<file path="src/rtl/exidy2_dl_loader_if.sv">
// Download bus between hps_io and the exidy2 loader.
// Carries the ioctl byte stream in and the ROM region write port out.
interface exidy2_dl_loader_if;
    logic        ioctl_download;
    logic        ioctl_wr;
    logic [24:0] ioctl_addr;
    logic [7:0]  ioctl_dout;
    logic [7:0]  ioctl_index;
    logic        prg_we;
    logic        chr_we;
    logic        snd_we;
    logic [16:0] rom_addr;
    logic [7:0]  rom_data;

    modport master (
        output ioctl_download, ioctl_wr, ioctl_addr, ioctl_dout, ioctl_index,
        input  prg_we, chr_we, snd_we, rom_addr, rom_data
    );

    modport slave (
        input  ioctl_download, ioctl_wr, ioctl_addr, ioctl_dout, ioctl_index,
        output prg_we, chr_we, snd_we, rom_addr, rom_data
    );
endinterface

</file>
<file path="src/rtl/exidy2_dl_loader.sv">
// Demuxes the ioctl ROM stream into exidy2 PRG/CHR/SND write ports,
// captures DIP/mod bytes and sequences the core reset around downloads.
module exidy2_dl_loader #(
    parameter logic [31:0] PRG_SIZE   = 32'h0A000,
    parameter logic [31:0] CHR_SIZE   = 32'h01000,
    parameter logic [31:0] SND_SIZE   = 32'h01000,
    parameter int          SETTLE_CYC = 16
) (
    input  logic                      clk_sys,
    input  logic                      reset,
    exidy2_dl_loader_if.slave         bus,
    input  logic                      rst_req,
    output logic [7:0]                mod_other,
    output logic [7:0]                mod_shift,
    output logic [63:0]               dip_sw,
    output logic                      core_reset,
    output logic                      dl_done,
    output logic                      dl_overflow,
    output logic [24:0]               dl_bytes
);
    localparam int CW = $clog2(SETTLE_CYC + 1);
    localparam logic [31:0] CHR_BASE = PRG_SIZE;
    localparam logic [31:0] SND_BASE = PRG_SIZE + CHR_SIZE;
    localparam logic [31:0] ROM_END  = PRG_SIZE + CHR_SIZE + SND_SIZE;

    typedef enum logic [1:0] {IDLE, LOAD, SETTLE, RUN} state_t;

    state_t        state_q, state_d;
    logic [CW-1:0] cnt_q, cnt_d;
    logic          prg_we_q, prg_we_d;
    logic          chr_we_q, chr_we_d;
    logic          snd_we_q, snd_we_d;
    logic [16:0]   rom_addr_q, rom_addr_d;
    logic [7:0]    rom_data_q, rom_data_d;
    logic [7:0]    mod_other_q, mod_other_d;
    logic [7:0]    mod_shift_q, mod_shift_d;
    logic [63:0]   dip_q, dip_d;
    logic          core_reset_q, core_reset_d;
    logic          done_q, done_d;
    logic          ovf_q, ovf_d;
    logic [24:0]   bytes_q, bytes_d;
    logic          idx_zero;
    logic          start;
    logic          rom_ok;
    logic [31:0]   a32;

    assign idx_zero = (bus.ioctl_index == 8'd0);
    assign a32      = {7'd0, bus.ioctl_addr};

    // Next-state: stream demux, side-channel capture and load sequencing.
    always_comb begin
        state_d     = state_q;
        cnt_d       = cnt_q;
        prg_we_d    = 1'b0;
        chr_we_d    = 1'b0;
        snd_we_d    = 1'b0;
        rom_addr_d  = rom_addr_q;
        rom_data_d  = rom_data_q;
        mod_other_d = mod_other_q;
        mod_shift_d = mod_shift_q;
        dip_d       = dip_q;
        ovf_d       = ovf_q;
        bytes_d     = bytes_q;
        // A new ROM download may begin from any state but LOAD; its first
        // byte can arrive in the very cycle we notice it.
        start  = bus.ioctl_download && idx_zero && (state_q != LOAD);
        rom_ok = bus.ioctl_wr && idx_zero && ((state_q == LOAD) || start);

        if (start) begin
            state_d = LOAD;
            bytes_d = '0;
            ovf_d   = 1'b0;
        end

        if (rom_ok) begin
            if (a32 < CHR_BASE) begin
                prg_we_d   = 1'b1;
                rom_addr_d = 17'(a32);
                rom_data_d = bus.ioctl_dout;
            end else if (a32 < SND_BASE) begin
                chr_we_d   = 1'b1;
                rom_addr_d = 17'(a32 - CHR_BASE);
                rom_data_d = bus.ioctl_dout;
            end else if (a32 < ROM_END) begin
                snd_we_d   = 1'b1;
                rom_addr_d = 17'(a32 - SND_BASE);
                rom_data_d = bus.ioctl_dout;
            end else begin
                ovf_d = 1'b1;
            end
            if (bytes_d != '1) begin
                bytes_d = bytes_d + 25'd1;
            end
        end

        if (bus.ioctl_wr) begin
            case (bus.ioctl_index)
                8'd1:    mod_other_d = bus.ioctl_dout;
                8'd2:    mod_shift_d = bus.ioctl_dout;
                8'd254: begin
                    if (bus.ioctl_addr[24:3] == '0) begin
                        dip_d[{bus.ioctl_addr[2:0], 3'b000} +: 8] = bus.ioctl_dout;
                    end
                end
                default: ;
            endcase
        end

        if (!start) begin
            unique case (state_q)
                IDLE: ;
                LOAD: begin
                    if (!bus.ioctl_download) begin
                        if (bytes_d == '0) begin
                            state_d = IDLE;
                        end else begin
                            state_d = SETTLE;
                            cnt_d   = '0;
                        end
                    end
                end
                SETTLE: begin
                    if (cnt_q == CW'(SETTLE_CYC - 1)) begin
                        state_d = RUN;
                    end else begin
                        cnt_d = cnt_q + 1'b1;
                    end
                end
                RUN: ;
            endcase
        end

        core_reset_d = (state_d == RUN) ? rst_req : 1'b1;
        done_d       = (state_d == RUN);
    end

    // State and all outputs registered; async reset parks the core in reset.
    always_ff @(posedge clk_sys or posedge reset) begin
        if (reset) begin
            state_q      <= IDLE;
            cnt_q        <= '0;
            prg_we_q     <= 1'b0;
            chr_we_q     <= 1'b0;
            snd_we_q     <= 1'b0;
            rom_addr_q   <= '0;
            rom_data_q   <= '0;
            mod_other_q  <= '0;
            mod_shift_q  <= '0;
            dip_q        <= '0;
            core_reset_q <= 1'b1;
            done_q       <= 1'b0;
            ovf_q        <= 1'b0;
            bytes_q      <= '0;
        end else begin
            state_q      <= state_d;
            cnt_q        <= cnt_d;
            prg_we_q     <= prg_we_d;
            chr_we_q     <= chr_we_d;
            snd_we_q     <= snd_we_d;
            rom_addr_q   <= rom_addr_d;
            rom_data_q   <= rom_data_d;
            mod_other_q  <= mod_other_d;
            mod_shift_q  <= mod_shift_d;
            dip_q        <= dip_d;
            core_reset_q <= core_reset_d;
            done_q       <= done_d;
            ovf_q        <= ovf_d;
            bytes_q      <= bytes_d;
        end
    end

    assign bus.prg_we   = prg_we_q;
    assign bus.chr_we   = chr_we_q;
    assign bus.snd_we   = snd_we_q;
    assign bus.rom_addr = rom_addr_q;
    assign bus.rom_data = rom_data_q;
    assign mod_other    = mod_other_q;
    assign mod_shift    = mod_shift_q;
    assign dip_sw       = dip_q;
    assign core_reset   = core_reset_q;
    assign dl_done      = done_q;
    assign dl_overflow  = ovf_q;
    assign dl_bytes     = bytes_q;
endmodule

</file>
<file path="src/flat_wrapper.sv">
// flat-port wrapper written by rule: the top's interface ports become plain ports
module exidy2_dl_loader_flat 
#(
    parameter logic [31:0] PRG_SIZE   = 32'h0A000,
    parameter logic [31:0] CHR_SIZE   = 32'h01000,
    parameter logic [31:0] SND_SIZE   = 32'h01000,
    parameter int          SETTLE_CYC = 16
)
  (clk_sys, reset, rst_req, mod_other, mod_shift, dip_sw, core_reset, dl_done, dl_overflow, dl_bytes, bus_ioctl_download, bus_ioctl_wr, bus_ioctl_addr, bus_ioctl_dout, bus_ioctl_index, bus_prg_we, bus_chr_we, bus_snd_we, bus_rom_addr, bus_rom_data);
  exidy2_dl_loader_if bus_i ();
  input  logic clk_sys;
  input  logic reset;
  input  logic rst_req;
  output logic [7:0] mod_other;
  output logic [7:0] mod_shift;
  output logic [63:0] dip_sw;
  output logic core_reset;
  output logic dl_done;
  output logic dl_overflow;
  output logic [24:0] dl_bytes;
  input wire logic [$bits(bus_i.ioctl_download)-1:0] bus_ioctl_download;
  input wire logic [$bits(bus_i.ioctl_wr)-1:0] bus_ioctl_wr;
  input wire logic [$bits(bus_i.ioctl_addr)-1:0] bus_ioctl_addr;
  input wire logic [$bits(bus_i.ioctl_dout)-1:0] bus_ioctl_dout;
  input wire logic [$bits(bus_i.ioctl_index)-1:0] bus_ioctl_index;
  output wire logic [$bits(bus_i.prg_we)-1:0] bus_prg_we;
  output wire logic [$bits(bus_i.chr_we)-1:0] bus_chr_we;
  output wire logic [$bits(bus_i.snd_we)-1:0] bus_snd_we;
  output wire logic [$bits(bus_i.rom_addr)-1:0] bus_rom_addr;
  output wire logic [$bits(bus_i.rom_data)-1:0] bus_rom_data;
  assign bus_i.ioctl_download = bus_ioctl_download;
  assign bus_i.ioctl_wr = bus_ioctl_wr;
  assign bus_i.ioctl_addr = bus_ioctl_addr;
  assign bus_i.ioctl_dout = bus_ioctl_dout;
  assign bus_i.ioctl_index = bus_ioctl_index;
  assign bus_prg_we = bus_i.prg_we;
  assign bus_chr_we = bus_i.chr_we;
  assign bus_snd_we = bus_i.snd_we;
  assign bus_rom_addr = bus_i.rom_addr;
  assign bus_rom_data = bus_i.rom_data;
  exidy2_dl_loader #(.PRG_SIZE(PRG_SIZE), .CHR_SIZE(CHR_SIZE), .SND_SIZE(SND_SIZE), .SETTLE_CYC(SETTLE_CYC)) u_core (.clk_sys(clk_sys), .reset(reset), .bus(bus_i), .rst_req(rst_req), .mod_other(mod_other), .mod_shift(mod_shift), .dip_sw(dip_sw), .core_reset(core_reset), .dl_done(dl_done), .dl_overflow(dl_overflow), .dl_bytes(dl_bytes));
endmodule
</file>
<file path="config.mk">
export PLATFORM = sky130hd
export DESIGN_NAME = exidy2_dl_loader_flat
export DESIGN_NICKNAME = d
export VERILOG_FILES = /design/src/rtl/exidy2_dl_loader_if.sv /design/src/rtl/exidy2_dl_loader.sv /design/src/flat_wrapper.sv
export SDC_FILE = /design/constraint.sdc
export NUM_CORES = 1
export LEC_CHECK = 0
export BUFFER_PORTS_ARGS = -buffer_cell sky130_fd_sc_hd__buf_2
export CORE_MARGIN = 10
export CORE_UTILIZATION = 49
export CTS_BUF_LIST = sky130_fd_sc_hd__clkbuf_4 sky130_fd_sc_hd__clkbuf_8
export DETAILED_ROUTE_END_ITERATION = 12
export PLACE_DENSITY_LB_ADDON = 0.3
export SLEW_MARGIN = 25
export SYNTH_ARGS = -nofsm -noshare
export SYNTH_HDL_FRONTEND = slang
export SYNTH_SLANG_ARGS = --single-unit
</file>
<file path="constraint.sdc">
create_clock -name clk_sys -period 5.2 [get_ports clk_sys]
set_input_delay 1.04 -clock clk_sys [delete_from_list [all_inputs] [get_ports clk_sys]]
set_output_delay 1.04 -clock clk_sys [all_outputs]
set_load 0.005 [all_outputs]
</file>
==> results by group, run 1 <==
Setup path
  • WP data required: 5570 ps
  • Ordered list of cells on the worst path: inv_1, ha_1, nor4b_2, nand3_1, nand2_1, inv_1, ha_1, and4_1, nand3_1, nor4_1, or4b_2, a32o_1, nor4_4, nand4_2, nand2_1, mux2i_1
  • CP peak stage delay: between 600 and 700 ps
  • Worst EP arrival: between 4000 and 5000 ps
  • CP Class: register to register
  • Critical Path Start Type: register
  • Slowest stage cell, crit path: or4b_2
  • Crit Path Max Fanout: 10
  • Worst setup EP type: register

Placed design
  • Cell count after placement: 970
  • Gpl congestion: 0.923
  • Port Buffers: roughly 180
  • Post-Place Cell Area: slightly below 8000 um2
  • Setup Slack @ Placement: 499 ps
  • DP Wirelength: 15000 um

Global routing
  • First-pass GRT wire length: between 30000 and 40000 um
  • Grt ovf: 0
  • Antenna violations before repair: 1
  • Largest net degree at the start of global routing: 92
  • Gr usage total: 0.205
  • Vias in the first global route: between 5000 and 6000

CTS
  • CTS Hold Bufs: 0
  • CTS tree: done
  • CTS H-tree depth: 4
  • Clk root buf: clkbuf_8
  • Clk slew on worst S/H paths: around 80 ps
  • Cts bufs inserted: 17
  • Postcts setup bufs: 0
  • Clock sink count: ~140
  • Clock latency at the later pin of the worst-skew pair: roughly 450 ps
  • CTS max path bufs: 2
  • Post_cts resized: 0

STA
  • Clock Skews: 9.12 ps
  • Final Slew Violations: 0
  • Final Critical Period: approximately 4400 ps
  • Worst Hold Slack: roughly 480 ps
  • Final number of setup-violating endpoints: 0
  • Relative slew slack: 0.331
  • Fin Setup TNS: 0 ps
  • Final Hold Violating Endpoints: 0
  • Worst-Margin Slew: around 1000 ps
  • FMAX: between 200 and 250 MHz
  • Period utilization: 0.842
  • Post-route setup slack: between 800 and 900 ps
  • RSZ-0062 raised after global routing: no

Logic synthesis
  • Cell area after synthesis: a little under 7000 um2
  • Synth cell count leaders: dfrtp_1 (142), nand2_1 (84), mux2_2 (67)
  • Post-synthesis area per instance: between 10 and 15 um2
  • Ys Warns: 0
  • Most used DFF post-synth: dfrtp_1
  • Synth Register Bits: about 140
  • Post-synth ARST share: 1.00
  • Top post-synthesis cells by area: dfrtp_1 (52%), mux2_2 (11%), nand2_1 (4.6%)
  • Mapped Cells: approximately 630
  • Post-synth top area cell: dfrtp_1
  • Top cell type's share of synthesized area: 0.517
  • Number of synthesized flops with an enable pin: 0
  • Syn nets: 686
  • Netlist cell types: 69
  • Sequential area share after synthesis: 0.521
  • Count leader, synth: dfrtp_1

Pwr
  • Leakage: about 4.4 nW
  • Max VDD drop: between 200 and 250 uV
  • P per Cell Area: about 270 nW/um2
  • Power Total: between 2 and 2.5 mW

Layout
  • Design Area, Final: between 8000 and 9000 um2
  • Fin util: 0.601
  • Nets: 866
  • FF+latch area: around 3600 um2
  • Fill cells: 1164
  • Multi-input gate area: between 3000 and 4000 um2
  • Non-Filler Instances: between 1000 and 1500
  • Layout overhead on the synthesized area: 21.0%
  • Share of layout cells above drive strength 1: 0.373

Route
  • Post-route ant nets: 0
  • Vias per cell: between 5 and 6
  • Via count: roughly 5700
  • Wire length per cell: ~20 um
  • WL final: about 20000 um
  • DR iter-0 viols: around 340
  • Drt drc: 0
  • DR pass1 iterations: 5

Status
  • Status: complete, no violations

Floorplanning
  • Placement Rows: 43
  • Die area: 19200 um2
  • Die width: ~140 um
  • I/O pins: 182
  • Core area: 13800 um2
  • Starting density of the core: 0.497
  • Die Span Y: 138 um

Flow run
  • Max_cap viols: 0

Min path
  • Worst Hold Class: register to register
==> cells in the final DEF (no fill, tap or decap), types with 4 or more instances in the layout <==
| cell | Yosys | layout |
|---|---|---|
| clkbuf_8 | 0 | 18 |
| o21ai_1 | 16 | 16 |
| mux2_2 | 67 | 67 |
| buf_2 | 8 | 181 |
| nor4_1 | 10 | 10 |
| xor2_1 | 9 | 9 |
| dfrtp_1 | 142 | 142 |
| buf_4 | 0 | 9 |
| nor3_1 | 12 | 12 |
| nand4_1 | 14 | 14 |
| o21ai_0 | 20 | 20 |
| nand2b_1 | 8 | 8 |
| nand3_1 | 18 | 18 |
| and4_1 | 4 | 4 |
| nor2b_1 | 4 | 4 |
| nand2_1 | 84 | 83 |
| a21oi_1 | 14 | 14 |
| xnor2_1 | 14 | 14 |
| o31ai_1 | 5 | 5 |
| o2111a_1 | 4 | 4 |
| ha_1 | 11 | 11 |
| inv_1 | 20 | 19 |
| and3_1 | 6 | 6 |
| or4_1 | 4 | 4 |
| mux2i_1 | 6 | 6 |
| a21o_1 | 4 | 4 |
| inv_6 | 0 | 4 |
| clkinv_2 | 0 | 4 |
| mux2_1 | 5 | 5 |
| nor2_1 | 43 | 43 |
==> final timing paths <==
check	start	depth (start not counted)	endpoint	slack (ps)
min	u_core.bus.rom_addr[12]	2	u_core.bus.rom_addr[12]	480
min in group asynchronous	reset	2	u_core.dip_sw[4]	720
max	u_core.state_q[1]	16	u_core.cnt_q[4]	820
max in group asynchronous	reset	3	u_core.cnt_q[1]	3280
max reg2reg	u_core.state_q[1]	16	u_core.cnt_q[4]	820
min reg2reg	u_core.bus.rom_addr[12]	2	u_core.bus.rom_addr[12]	480
==> power breakdown <==
| group | leakage, nW | internal (mW) | switching (mW) | total (mW) |
|---|---|---|---|---|
| Sequential | 1.98 | 1.13 | 0.0177 | 1.15 |
| Combinational | 2.19 | 0.0745 | 0.126 | 0.201 |
| Clock | 0.191 | 0.437 | 0.435 | 0.871 |
| Total | 4.37 | 1.64 | 0.578 | 2.22 |
==> registers in the layout (all words and copies together) (netlist names), 2 cells and up <==
name and count:
u_core.dip_sw 64, u_core.dl_bytes 25, u_core.bus.rom_addr 17, u_core.bus.rom_data 8
u_core.mod_other 8, u_core.mod_shift 8, u_core.cnt_q 5, u_core.state_q 2
==> final cells by class <==
type                    count  share of cell area
diodes                      1            0.000301
clock buffers              18              0.0298
clock inverters            13              0.0165
inverters                  20             0.00963
multi-input cells         437               0.369
flip-flops and latches    143               0.430
well taps                 180              0.0271
repair buffers            190               0.117
==> kinds of logic (layout without fill, tap and decap cells) <==
logic type / after synthesis / in the layout / share of synthesized area
muxes: 78 / 78 / 0.127
and+or+nand+nor: 228 / 228 / 0.171
xor gates and xnor gates: 23 / 23 / 0.0293
AOI/OAI and AO/OA: 97 / 97 / 0.0992
buffers and inverters: 49 / 241 / 0.0326
adders and majority gates: 11 / 11 / 0.0200
other: 0 / 1 / 0
DFF: 143 / 143 / 0.521
==> worst max-delay path: cells and delay by family, from the launching register on <==
| kind | cells | cell delay (ps) |
|---|---|---|
| flip-flops | 1 | 370 |
| AO/OA/AOI/OAI | 1 | 260 |
| AND/OR/NAND/NOR | 10 | 2730 |
| adder cells (fa/ha/maj) | 2 | 580 |
| multiplexers | 1 | 190 |
| buffers and inverters | 2 | 160 |
==> per-layer routing <==
metal  global-route usage  routed length, um  vias up  share of wire
met4               0.0666                364        0          0.018
met1                0.242               8080     2807           0.41
met3               0.0818               1780       32          0.090
met2                0.333               9580      226           0.48
met5                    0                  0        -              0
li1                     -                  -     2625              -
No activity file was read; power rests on OpenSTA's default activity.
==> run 2, diff against run 1 <==
==> constraint.sdc (replaced) <==
create_clock -name clk_sys -period 3.73 [get_ports clk_sys]
set_input_delay 0.746 -clock clk_sys [delete_from_list [all_inputs] [get_ports clk_sys]]
set_output_delay 0.746 -clock clk_sys [all_outputs]
set_load 0.005 [all_outputs]
==> results by group, run 2 (same netlist as run 1, synthesis figures left out) <==
Floorplanning
  • Die width: roughly 140 um
  • Starting density of the core: 0.497
  • Die Span Y: roughly 140 um
  • Die area: 19200 um2
  • Core area: roughly 14000 um2
  • I/O pins: 182
  • Placement Rows: 43

Setup path
  • Worst EP arrival: ~3900 ps
  • CP peak stage delay: about 440 ps
  • Slowest stage cell, crit path: or4_1
  • Reg2reg setup slack: about 210 ps
  • Crit Path Max Fanout: 5
  • CP dominant cell by count: inv_1
  • Reg-to-Reg End: u_core.cnt_q[3]
  • Worst setup EP type: register
  • Ordered list of cells on the worst path: inv_1, ha_2, nor4b_4, nand3_2, nand2_1, inv_1, ha_4, and4_4, nand4_1, or4_1, a311o_1, a32o_2, nor4_4, nand4_2, a31o_1, o31ai_2
  • Critical Path Start Type: register
  • WP data required: just over 4000 ps
  • Reg2Reg Depth: 16
  • Worst r2r src: u_core.state_q[1]
  • CP Class: register to register

Placed design
  • Setup Slack @ Placement: -77.8 ps
  • Gpl congestion: ~0.93
  • Cell count after placement: around 1000
  • DP Wirelength: between 15000 and 20000 um
  • Port Buffers: approximately 180
  • Post-Place Cell Area: between 8000 and 9000 um2

Layout
  • # diodes: 0
  • Share of layout cells above drive strength 1: 0.407
  • Non-Filler Instances: 1027
  • Design Area, Final: 8630 um2
  • Nets: a little under 900
  • Layout overhead on the synthesized area: 25.6%
  • Number of flip-flops in the largest register: 64
  • Commonest non-fill, non-tap cell in the layout: buf_2
  • Most frequent cells in the layout: buf_2 (181), dfrtp_1 (142), nand2_1 (82)

Global routing
  • Vias in the first global route: around 6100
  • First-pass GRT wire length: 32700 um
  • Gr usage total: 0.208
  • Largest net degree at the start of global routing: 89
  • Antenna violations before repair: 0
  • Grt ovf: 0

STA
  • Final number of setup-violating endpoints: 0
  • RSZ-0062 raised after global routing: no
  • Relative slew slack: 0.447
  • Period utilization: 0.943
  • Final Critical Period: between 3000 and 4000 ps
  • Final Hold Violating Endpoints: 0
  • Final Slew Violations: 0
  • Clock Skews: approximately 8.3 ps
  • FMAX: about 280 MHz
  • Worst-Margin Slew: between 800 and 900 ps
  • Post-route setup slack: ~210 ps

Route
  • DR pass1 iterations: 5
  • Wire length per cell: about 20 um
  • WL final: slightly above 20000 um
  • DR iter-0 viols: just under 400
  • Vias per cell: ~5.7
  • Post-route ant nets: 0
  • Drt drc: 0
  • Via count: a little under 6000

CTS
  • CTS tree: done
  • CTS Hold Bufs: 0
  • CTS H-tree depth: 4
  • Clk root buf: clkbuf_8
  • Clock latency at the later pin of the worst-skew pair: approximately 450 ps
  • Post_cts resized: 0
  • Clock sink count: 143
  • Postcts setup bufs: 0
  • Cts bufs inserted: 17
  • CTS max path bufs: 2
  • Clk slew on worst S/H paths: ~80 ps

Flow run
  • Max_cap viols: 0

Pwr
  • P per Cell Area: ~370 nW/um2
  • Leakage: 4.52 nW
  • Max VDD drop: 360 uV

Min path
  • Worst Hold Class: primary input to asynchronous set/reset pin

Status
  • Status: complete, no violations
-- run 2: stage by stage --
| stage | setup TNS, ps | util | total power, mW | hold WS [ps] |
|---|---|---|---|---|
| 6_report | 0 | 0.624 | 3.21 | 224 |
| 4_1_cts | 0 | 0.622 | 3.23 | 199 |
| 3_3_place_gp | 0 | 0.592 | 1.90 | 458 |
| 5_1_grt | 0 | 0.624 | 3.34 | 200 |
| 3_5_place_dp | -295 | 0.592 | 1.93 | 469 |
| 2_1_floorplan | -0.233 | - | 1.81 | 459 |
-- run 2: per-layer routing --
metal / vias up / GRT usage / share of wire
li1: 2662 / - / -
met1: 2874 / 0.235 / 0.39
met2: 252 / 0.358 / 0.51
met3: 41 / 0.0839 / 0.084
met4: 0 / 0.0533 / 0.014
met5: - / 0 / 0
-- run 2: critical path, delay by kind of cell, from the launching register on --
kind,cells,cell delay (ps)
AOI/OAI and AO/OA,4,940
adders and majority gates,2,380
buffers and inverters,2,260
DFF,1,400
and+or+nand+nor,8,1450
-- run 2: final cells by class --
class                      instances  area [um2]
clock buffer                      20         263
clock inverter                    11         154
fill                            1168        5190
inverter                          20        78.8
multi-input combinational        437        3150
sequential                       143        3580
tap                              180         225
timing repair buffer             216        1180
-- run 2: worst max-delay path by stage --
stage                                  start         endpoint  slack (ps)  cells past startpoint
final                      u_core.state_q[1]  u_core.cnt_q[3]         210                     16
after global routing       u_core.state_q[1]  u_core.cnt_q[3]           3                     16
after CTS                  u_core.state_q[1]  u_core.cnt_q[3]         100                     16
after detailed placement  bus_ioctl_download  u_core.cnt_q[3]         -80                     15
after global placement    bus_ioctl_download  u_core.cnt_q[3]          50                     15
after floorplan           bus_ioctl_download  u_core.cnt_q[3]        -0.2                     16
-- run 2: where the power goes --
group / total [mW] / internal [mW] / switching, mW / leakage (nW)
Sequential: 1.60 / 1.58 / 0.0218 / 1.98
Clock: 1.31 / 0.699 / 0.614 / 0.207
Combinational: 0.293 / 0.112 / 0.180 / 2.33
